`src/rtl/wr_bus_pkg.sv`:
```
`default_nettype none
// ============================================================================
// Module   : wr_bus_pkg
// Brief    : Shared FSM state and bus command types for wr_bus_master.
// Revision : 1.0
// ============================================================================
package wr_bus_pkg;

    typedef enum logic [1:0] {
        ST_IDLE  = 2'd0,
        ST_WRITE = 2'd1,
        ST_GAP   = 2'd2
    } state_t;

    typedef struct packed {
        logic [7:0] addr;
        logic [7:0] wdata;
    } bus_cmd_t;

    localparam int c_cmd_w = $bits(bus_cmd_t);

endpackage
`default_nettype wire

```
`src/rtl/cmd_fifo.sv`:
```
`default_nettype none
// ============================================================================
// Module   : cmd_fifo
// Brief    : Synchronous FIFO of bus commands with show-ahead head output.
// Revision : 1.0
// ============================================================================
module cmd_fifo #(
    parameter int DEPTH = 4,
    parameter int WIDTH = 16
) (
    input  logic             clk,
    input  logic             rstn,
    input  logic             i_push,
    input  logic [WIDTH-1:0] i_data,
    input  logic             i_pop,
    output logic [WIDTH-1:0] o_data,
    output logic             o_full,
    output logic             o_empty
);

    localparam int             c_aw   = $clog2(DEPTH);
    localparam logic [c_aw:0]  c_full = (c_aw + 1)'(DEPTH);
    localparam logic [c_aw:0]  c_one  = (c_aw + 1)'(1);
    localparam logic [c_aw-1:0] c_inc = c_aw'(1);

    logic [WIDTH-1:0] r_mem [DEPTH];
    logic [c_aw-1:0]  r_wptr;
    logic [c_aw-1:0]  r_rptr;
    logic [c_aw:0]    r_count;
    logic             w_do_push;
    logic             w_do_pop;

    assign o_full    = (r_count == c_full);
    assign o_empty   = (r_count == '0);
    assign w_do_push = i_push & ~o_full;
    assign w_do_pop  = i_pop & ~o_empty;
    assign o_data    = r_mem[r_rptr];

    // Pointers wrap naturally because DEPTH is a power of two.
    always_ff @(posedge clk) begin
        if (!rstn) begin
            r_wptr  <= '0;
            r_rptr  <= '0;
            r_count <= '0;
        end else begin
            if (w_do_push) r_wptr <= r_wptr + c_inc;
            if (w_do_pop)  r_rptr <= r_rptr + c_inc;
            case ({w_do_push, w_do_pop})
                2'b10:   r_count <= r_count + c_one;
                2'b01:   r_count <= r_count - c_one;
                default: r_count <= r_count;
            endcase
        end
    end

    always_ff @(posedge clk) begin
        if (w_do_push) r_mem[r_wptr] <= i_data;
    end

endmodule
`default_nettype wire

```
`src/rtl/wr_bus_master.sv`:
```
`default_nettype none
// ============================================================================
// Module   : wr_bus_master
// Brief    : Queues write requests and replays them as paced bus writes.
// Revision : 1.0
// ============================================================================
module wr_bus_master
    import wr_bus_pkg::*;
#(
    parameter int DEPTH = 4,
    parameter int GAP   = 0
) (
    input  logic        clk,
    input  logic        rstn,
    input  logic        req_valid,
    output logic        req_ready,
    input  logic [7:0]  req_addr,
    input  logic [7:0]  req_wdata,
    output logic        en,
    output logic        wr,
    output logic [7:0]  addr,
    output logic [7:0]  wdata,
    output logic [15:0] wr_count,
    output logic        busy
);

    localparam logic [3:0] c_gap_load = (GAP > 0) ? 4'(GAP - 1) : 4'd0;

    state_t     r_state;
    logic [3:0] r_gap_cnt;
    bus_cmd_t   w_req;
    bus_cmd_t   w_head;
    logic       w_full;
    logic       w_empty;
    logic       w_push;
    logic       w_pop;
    logic       w_gap_done;

    assign w_req      = {req_addr, req_wdata};
    assign req_ready  = rstn & ~w_full;
    assign w_push     = req_valid & req_ready;
    assign w_gap_done = (r_state == ST_GAP) && (r_gap_cnt == 4'd0);
    // Back-to-back pops from WRITE only when no idle spacing is configured.
    assign w_pop      = ~w_empty & ((r_state == ST_IDLE) |
                                    ((r_state == ST_WRITE) && (GAP == 0)) |
                                    w_gap_done);
    assign busy       = ~w_empty | (r_state != ST_IDLE);

    cmd_fifo #(
        .DEPTH (DEPTH),
        .WIDTH (c_cmd_w)
    ) u_cmd_fifo (
        .clk     (clk),
        .rstn    (rstn),
        .i_push  (w_push),
        .i_data  (w_req),
        .i_pop   (w_pop),
        .o_data  (w_head),
        .o_full  (w_full),
        .o_empty (w_empty)
    );

    always_ff @(posedge clk) begin
        if (!rstn) begin
            r_state   <= ST_IDLE;
            r_gap_cnt <= 4'd0;
            en        <= 1'b0;
            wr        <= 1'b0;
            addr      <= 8'h00;
            wdata     <= 8'h00;
            wr_count  <= 16'h0000;
        end else begin
            if (r_state == ST_WRITE) wr_count <= wr_count + 16'd1;
            if (w_pop) begin
                r_state <= ST_WRITE;
                addr    <= w_head.addr;
                wdata   <= w_head.wdata;
                en      <= 1'b1;
                wr      <= 1'b1;
            end else begin
                en <= 1'b0;
                wr <= 1'b0;
                case (r_state)
                    ST_WRITE: begin
                        if (GAP > 0) begin
                            r_state   <= ST_GAP;
                            r_gap_cnt <= c_gap_load;
                        end else begin
                            r_state <= ST_IDLE;
                        end
                    end
                    ST_GAP: begin
                        if (r_gap_cnt == 4'd0) r_state <= ST_IDLE;
                        else                   r_gap_cnt <= r_gap_cnt - 4'd1;
                    end
                    default: r_state <= ST_IDLE;
                endcase
            end
        end
    end

endmodule
`default_nettype wire
```
`config.mk`:
```
export PLATFORM = sky130hd
export DESIGN_NAME = wr_bus_master
export DESIGN_NICKNAME = d
export VERILOG_FILES = /design/src/rtl/wr_bus_pkg.sv /design/src/rtl/cmd_fifo.sv /design/src/rtl/wr_bus_master.sv
export SDC_FILE = /design/constraint.sdc
export NUM_CORES = 1
export LEC_CHECK = 0
export CAP_MARGIN = 20
export CORE_UTILIZATION = 41
export DETAILED_ROUTE_END_ITERATION = 16
export PLACE_DENSITY = 0.65
export RECOVER_POWER = 25
export SLEW_MARGIN = 20
export SYNTH_ARGS = -nofsm -noshare
export SYNTH_HDL_FRONTEND = slang
export SYNTH_SLANG_ARGS = --single-unit
```
`constraint.sdc`:
```
create_clock -name clk -period 2.7 [get_ports clk]
set_input_delay 0.54 -clock clk [delete_from_list [all_inputs] [get_ports clk]]
set_output_delay 0.54 -clock clk [all_outputs]
set_load 0.01 [all_outputs]
```
==> summary by stage, run 1 <==
Route
The first detailed-routing pass ran for 4 iterations. Summed over all layers, the routed wires come to ~7400 um. The number of DRC markers in iteration 0 is 52. The routed via count divided by cell count is 4.98.

Wire segments on met2 add up to ~3600 um in the final route. Across all layers, the routed design uses roughly 2400 vias. The routed wire length on met3 is 298 um. The top routing layer in use is met4. The residual DRC count is 0.

The sum of routed wire segments on met1 is between 3000 and 4000 um. In this run the remaining antenna-violating nets after routing total 0. In the final routed layout, each cell accounts on average for between 15 and 20 um.

Timing
The total negative setup slack is 0 ns. The normalized max-slew margin is between 40% and 50%. The worst path in the final design needs a cycle of between 2 and 2.5 ns, including I/O delays and setup.

Setup violations remaining at the end of the flow were counted as 0. Setup repair after global routing left no endpoint under its margin. At the pin with the least slew margin, the transition time is between 0.8 and 0.9 ns.

Timing would allow up to roughly 410 MHz. The worst-case clock skew is 0.00872 ns. The final-report max-slew violation count is 0. The worst path uses between 90% and 100% of the clock period. The count of final hold-check violations came to 0.

Cells and area
The number of nets in the finished design is 376. Relative to the synthesized area, the layout overhead comes to 21.3%. The repair_antennas step left the layout with diodes totalling 0. With fillers left out, the area of the finished cells amounts to around 4900 um2. The number of non-filler instances in the completed layout is 485. The post-route netlist has roughly an eighth of its cells at a drive strength greater than 1. Once layout is complete, the utilization of the core stands at a little over half.

Critical path
Traced cell by cell, the critical path runs through clkdlybuf4s50_1 > inv_1 > a21oi_1 > clkdlybuf4s50_1. The most critical setup path has its endpoint at req_ready. By instance count, the cell type seen most on the critical path is clkdlybuf4s50_1. The worst setup path is captured at a primary output. Of all nets on the critical path, the largest fanout is 5.

The setup path with the least slack is of type primary input to primary output. The worst register-to-register path ends at wr_count[14]. STA classifies the critical path startpoint as a primary input. The worst register-to-register path has a depth of 5. The largest stage delay on the critical path is about 0.56 ns. The critical path startpoint is rstn.

The worst path arrival time is approximately 1.9 ns. The startpoint of the worst register-to-register path is wr_count[0]. The library cell contributing the largest single delay on the critical path is clkdlybuf4s50_1. At the worst endpoint, the required time is around 2.2 ns. The setup check on the worst reg-to-reg path leaves a slack of about 0.86 ns.

GRT
The number of antenna violations at the first check in global routing is 0. Entering global routing, the biggest net connects 39 pins. The global route total overflow is 0.

The global-route usage over all layers is ~16%. The wire length of the first global-routing pass is around 12000 um. The number of global-route vias before repair is ~2400.

Power
The internal power of the cells totals 2.89 mW. Summed over all nets, the switching power comes to between 1 and 1.5 mW. The static power due to leakage is ~1.6 nW.

The peak supply drop is approximately 0.00037 V. Per report_power, the clock group accounts for between 20% and 30% of the total. Power spread over the standard cell area amounts to about 850 nW/um2. Per report_power, the combinational group accounts for 29.5% of the total. Of the total power, the share spent switching nets is 30.9%. Registers are responsible for about half of the overall power. The post-route total power is roughly 4.2 mW.

Logic synthesis
The average size of a mapped cell is around 14 um2. The synthesized design spends more area on one cell type than any other, namely edfxtp_1. The gate count of the mapped netlist is around 290. The number of nets produced by synthesis is ~320. Counting instances in the post-synthesis netlist gives the leading cell types as edfxtp_1 (64), nand2_1 (45), dfxtp_1 (40), a21oi_1 (22), nor2_1 (20). The number of different library cells used by synthesis comes to 37. Ranked by total cell area, the synthesized netlist is headed by edfxtp_1 (47%), dfxtp_1 (20%), mux4_2 (8.9%).

The share of synthesized flip-flops with an asynchronous set or reset is 0%. The commonest register cell after synthesis is edfxtp_1. The synthesized design contains approximately 100 register bits. Counting flops with a built-in enable in the synthesized netlist gives 64. The top-area cell type share of the netlist area is between 40% and 50%. The most common cell in the netlist is edfxtp_1. The mapped netlist covers around 4000 um2. The portion of the post-synthesis area used by sequential elements is between 60% and 70%.

For this run, the number of Yosys warnings is 0.

Die
The floorplan has 35 rows. The height of the die is ~100 um. The die outline width is just over 100 um. Pin placement for this block handled 55 I/O pins. The floorplan step defined a die boundary enclosing about 10000 um2. The area of the placeable core is 9420 um2. The effective utilization at floorplan is roughly 43%.

CTS
In this run the post-CTS setup repair buffer count came out at 0. No sink is reached through more buffers than the 2 on the longest clock path. The number of H-tree levels is 3. For this design, the sink count on the clock tree is between 100 and 150. Clock-pin slew was measured on the worst setup and hold paths at 0.09 ns. At the later pin of the worst-skew pair, clock insertion delay measures roughly 0.36 ns. The CTS tree is built. In this run, CTS created clock tree buffers numbering 9. The library cell used as clock root buffer is clkbuf_8. The number of gates resized after CTS was 0. In this run, post-CTS hold repair placed 0 buffers.

Place
The instance area at placement is 4750 um2. The number of cells in the design after placement is between 400 and 500. The port buffer count is 54. Routability-driven placement finished with a final weighted congestion of roughly 0.69. The final HPWL from detailed placement is between 4000 and 5000 um.

Job
The number of maximum-capacitance constraint violations is 0.

Outcome
The run finished with clean final reports.

Worst hold path
The type of the tightest min-delay check is flip-flop to flip-flop.
==> flip-flops by register name (all words and copies together) (netlist names) <==
name and flops:
addr 8, u_cmd_fifo.r_count 3, u_cmd_fifo.r_mem 64, u_cmd_fifo.r_rptr 2, u_cmd_fifo.r_wptr 2, wdata 8
wr 1, wr_count 16
==> metrics by stage <==
step | setup slack (ns) | hold slack, ns
after global routing | 0.204 | 0.487
after detailed placement | 0.277 | 0.444
after global placement | 0.292 | 0.439
after floorplan | 0.667 | 0.476
after CTS | 0.268 | 0.461
final | 0.269 | 0.458
==> layout make-up <==
cell class,count,area (um2)
well taps,129,161
clock buffers,11,131
repair buffers,64,628
flip-flops and latches,104,2720
fillers,817,4490
inverters,8,30.0
multi-input cells,164,1210
clock inverters,5,42.5
==> cell families after synthesis <==
kind of cell    count (synthesis)  synth area share (%)
compound gates                 30                  4.16
xor+xnor                       13                  2.81
fa+ha+maj                       6                  2.03
buf+inv                        26                  3.21
flops                         104                  67.1
mux                            19                  9.62
simple gates                   96                  11.1
==> layer usage <==
layer / GRT usage (%) / vias up
li1: - / 1169
met1: 20.4 / 1172
met2: 26.5 / 62
met3: 4.21 / 10
met4: 5.02 / 0
met5: 0 / -
==> critical path: cells and delay by family <==
family          cells  cell delay, ns
compound gates      1            0.16
buf+inv             3            1.19
==> layout by cell type (no fill, tap or decap), types with 3 or more instances in the layout <==
cell type and instances:
nand3_1 3, mux2i_1 3, nand2_1 45, mux4_2 16, inv_1 8, xnor2_1 6
o31ai_1 3, xor2_1 7, edfxtp_1 64, nand4_1 3, buf_4 9, clkinvlp_4 3
clkbuf_8 9, dfxtp_1 40, and2_1 4, ha_1 5, a21oi_1 22, dlygate4sd3_1 13
clkdlybuf4s50_1 41, nor2_1 20, nor3_1 3
==> power groups by stage <==
stage	sequential (mW)	combinational [mW]	clock (mW)
global placement	2.12	1.23	0
CTS	2.10	1.26	0.891
floorplan	2.06	0.787	0
global route	2.13	1.37	0.936
finish	2.09	1.23	0.854
detailed placement	2.13	1.26	0
==> worst min path at each step <==
stage | endpoint | cells past startpoint | slack, ns | start
3_3_place_gp | addr[7] | 2 | 0.44 | addr[7]
4_1_cts | addr[7] | 2 | 0.46 | addr[7]
6_report | wdata[0] | 2 | 0.46 | wdata[0]
3_5_place_dp | wdata[3] | 2 | 0.44 | wdata[3]
5_1_grt | addr[7] | 2 | 0.49 | addr[7]
2_1_floorplan | addr[1] | 2 | 0.48 | addr[1]
No activity file was read; power rests on OpenSTA's default activity.
==> inputs of run 2 (changes only) <==
- CORE_ASPECT_RATIO: not set -> 0.9
- PLACE_DENSITY: 0.65 -> not set
- PLACE_DENSITY_LB_ADDON: not set -> 0.12
- clock period: 2.7 -> 2 ns (I/O delays scaled with it)
==> summary by stage, run 2 (synthesis results as in run 1) <==
Timing
The final-layout worst hold slack was 0.454 ns (-0.00441 ns). The final-report setup violation count is 0 (unchanged). Setup repair after global routing left no endpoint under its margin. In the finished design, the share of the clock period the worst path needs comes to between 90% and 100%.

The upper clock frequency limit is ~550 MHz. The count of final hold-check violations is 0 (unchanged). The final-report max-slew violation count is 0 (unchanged). The smallest clock period supported by the final layout is computed as roughly 1.8 ns. The final worst slack is 0.195 ns (-0.0742 ns). The slew of the pin with the lowest slew margin is 0.439 ns (-0.428 ns). The normalized max-slew margin was 70.8% (+29 points). The total negative setup slack was 0 ns (unchanged). The worst-case clock skew is 0.00946 ns (+0.000737 ns).

Place
The final HPWL from detailed placement is 4750 um (-2.7%). The port buffer count is 54 (unchanged). The number of cells in the design after placement was 472 (+0.64%). The worst slack at placement is -0.0586 ns (-0.335 ns). The final estimated routing congestion in global placement was 0.743 (+7.0%).

Die
The height of the die was 96.4 um (-5.0%). The area of the placeable core is 9660 um2 (+2.6%). The top-level I/O count is 55 (unchanged). The number of cell rows is 34 (-2.9%).

The die outline width is 107 um (+5.3%). The effective utilization at floorplan came to 42.0% (-1.1 points). The full die area is 10300 um2 (about the same).

Critical path
The reg-to-reg setup timing slack is 0.23 ns (-0.63 ns). The signal on the critical path passes through clkdlybuf4s50_1. The largest driver fanout on the critical path is 6 (+1). The startpoint identified for the worst register-to-register timing path is u_cmd_fifo.r_count[0]. The data required time of the worst path was 1.60 ns (-0.56 ns). The worst path arrival time was 1.40 ns (-0.49 ns). The type of destination of the critical path is a primary output. The kind of cell with the highest combined delay on the critical path is buffers and inverters. The library cell contributing the largest single delay on the critical path is clkdlybuf4s50_1. The buffers plus inverters on the worst setup path is 1 (-2). The kind of start point of the critical path is a flip-flop. The largest stage delay on the critical path is 0.58 ns (+0.02 ns). The endpoint identified for the worst register-to-register timing path is u_cmd_fifo.r_count[2]. The length in cells of the worst reg-to-reg path was 7 (+2). By startpoint and endpoint, the worst setup path is classified as flip-flop to primary output.

Route
The number of DRC markers in iteration 0 came to 73 (+40%). The average routed wire per standard cell is 15.4 um (+0.56%). The total detailed-routing wirelength came to 7520 um (+1.2%). The number of vias in the routed layout was 2443 (+1.2%). The remaining antenna violation count is 0 (unchanged). The residual DRC count is 0 (unchanged). The length of the first detailed-routing pass in iterations came to 6 (+2). The routed via count divided by cell count was 5.01 (+0.62%).

CTS
The worst-skew pair later-pin latency is 0.36 ns (about the same). The number of clock buffers inserted by TritonCTS is 9 (unchanged). TritonCTS built the clock tree. The count of buffers added by post-CTS timing repair for setup is 0 (unchanged). The clock sink count is 104 (unchanged). The register clock-pin slew on the reported worst setup and hold paths is 0.10 ns (about the same).

The count of hold buffers inserted by post-cts repair is 0 (unchanged). The number of H-tree levels is 3 (unchanged). The library cell used as clock root buffer is clkbuf_8.

The buffer levels on the longest clock path is 2 (unchanged).

Worst hold path
The worst-case hold path end point is wdata[0]. The type of the tightest min-delay check is flip-flop to flip-flop. In this run the most critical hold path is launched from wdata[0]. The number of cells on the worst hold path came to 2 (unchanged).

Cells and area
The number of diodes came to 0 (unchanged). The largest registers in the layout are u_cmd_fifo.r_mem (64), wr_count (16). The growth of design area from synthesis to finish is 23.4%. The most common library cell in the layout ignoring fill and taps is edfxtp_1. Counting flops per register, the top entry is u_cmd_fifo.r_mem. The number of nets in the finished design was 382 (+1.6%). The flip-flop count of the largest register after layout is 64 (unchanged). The share of layout cells above drive strength 1 is 14.1% (+2.0 points). The number of non-filler instances in the completed layout came to 488 (+0.62%). In the layout the commonest cells are edfxtp_1 (64), nand2_1 (45), clkdlybuf4s50_1 (39).

Job
The number of maximum-capacitance constraint violations is 0 (unchanged).

GRT
The maximum number of pins on one net before global-route repair is 39 (unchanged). The global route total overflow is 0 (unchanged). The global-route usage over all layers is 15.8% (-0.16 points). The number of global-route vias before repair came to 2279 (-3.3%). The wire length of the first global-routing pass is 11800 um (-1.7%). The number of antenna violations at the first check in global routing was 0 (unchanged).

Power
The peak supply drop is 0.000700 V (+87%). The static power due to leakage is 1.69 nW (+3.6%). The power density normalized to cell area was 1130 nW/um2 (+33%).

Outcome
The flow ran to the end, and the final reports show no timing, DRC or antenna violations.
## run 2: cell count changes in the layout (fill, tap and decap cells not counted), moves of 2 or more
| cell | before | now |
|---|---|---|
| buf_12 | 1 | 4 |
| buf_4 | 9 | 12 |
| clkdlybuf4s50_1 | 41 | 39 |
| clkinvlp_4 | 3 | 1 |
| dfxtp_1 | 40 | 38 |
| dfxtp_2 | 0 | 2 |
## run 2: through the flow
| step | power, mW | util, % | cell area (um2) |
|---|---|---|---|
| after floorplan | 3.85 | - | 4060 |
| after global routing | 6.03 | 51.9 | 5010 |
| after global placement | 4.56 | 50.0 | 4830 |
| final | 5.67 | 51.9 | 5010 |
| after detailed placement | 4.60 | 50.0 | 4830 |
| after CTS | 5.77 | 51.9 | 5010 |
## run 2: timing repair
action / in CTS / in global routing
setup endpoints to repair: 2 / 1
pin swaps: 0 / 1
gates resized for setup: 4 / 1
## run 2: worst max path at each step
| stage | startpoint | end | cells past startpoint |
|---|---|---|---|
| final | wr_count[4] | wr_count[4] | 1 |
| after global routing | wr | wr | 1 |
| after CTS | u_cmd_fifo.r_count[2] | busy | 3 |
| after detailed placement | rstn | req_ready | 4 |
| after global placement | rstn | req_ready | 4 |
| after floorplan | u_cmd_fifo.r_count[0] | u_cmd_fifo.r_count[2] | 8 |
## run 2: layout make-up
class,count,area (um2)
Clock buffer,10,128
Fill cell,841,4650
Sequential cell,104,2730
Inverter,8,30.0
Multi-Input combinational cell,164,1210
Tap cell,126,158
Clock inverter,6,45.0
Timing Repair Buffer,70,712
## run 2: worst reg2reg max path, cell delays in order (launching register included)
cell      delay, ns
dfxtp_2        0.38
nor2_1         0.19
a21oi_1        0.11
nand2_1        0.10
nand2_1        0.07
fa_1           0.41
a221oi_1       0.33
nor2_1         0.07
## run 2: report_power, final
part	leakage, nW	total, mW	internal [mW]	switching (mW)
clock network	0.0858	1.15	0.460	0.690
registers	0.908	2.72	2.55	0.177
logic	0.691	1.79	0.905	0.886
## run 2: routing by layer
metal / GRT usage (%) / wire [um] / vias to the layer above
met1: 20.4 / 3590 / 1189
li1: - / - / 1182
met3: 3.89 / 286 / 7
met4: 5.48 / 84 / 0
met2: 26.2 / 3560 / 65
met5: 0 / 0 / -
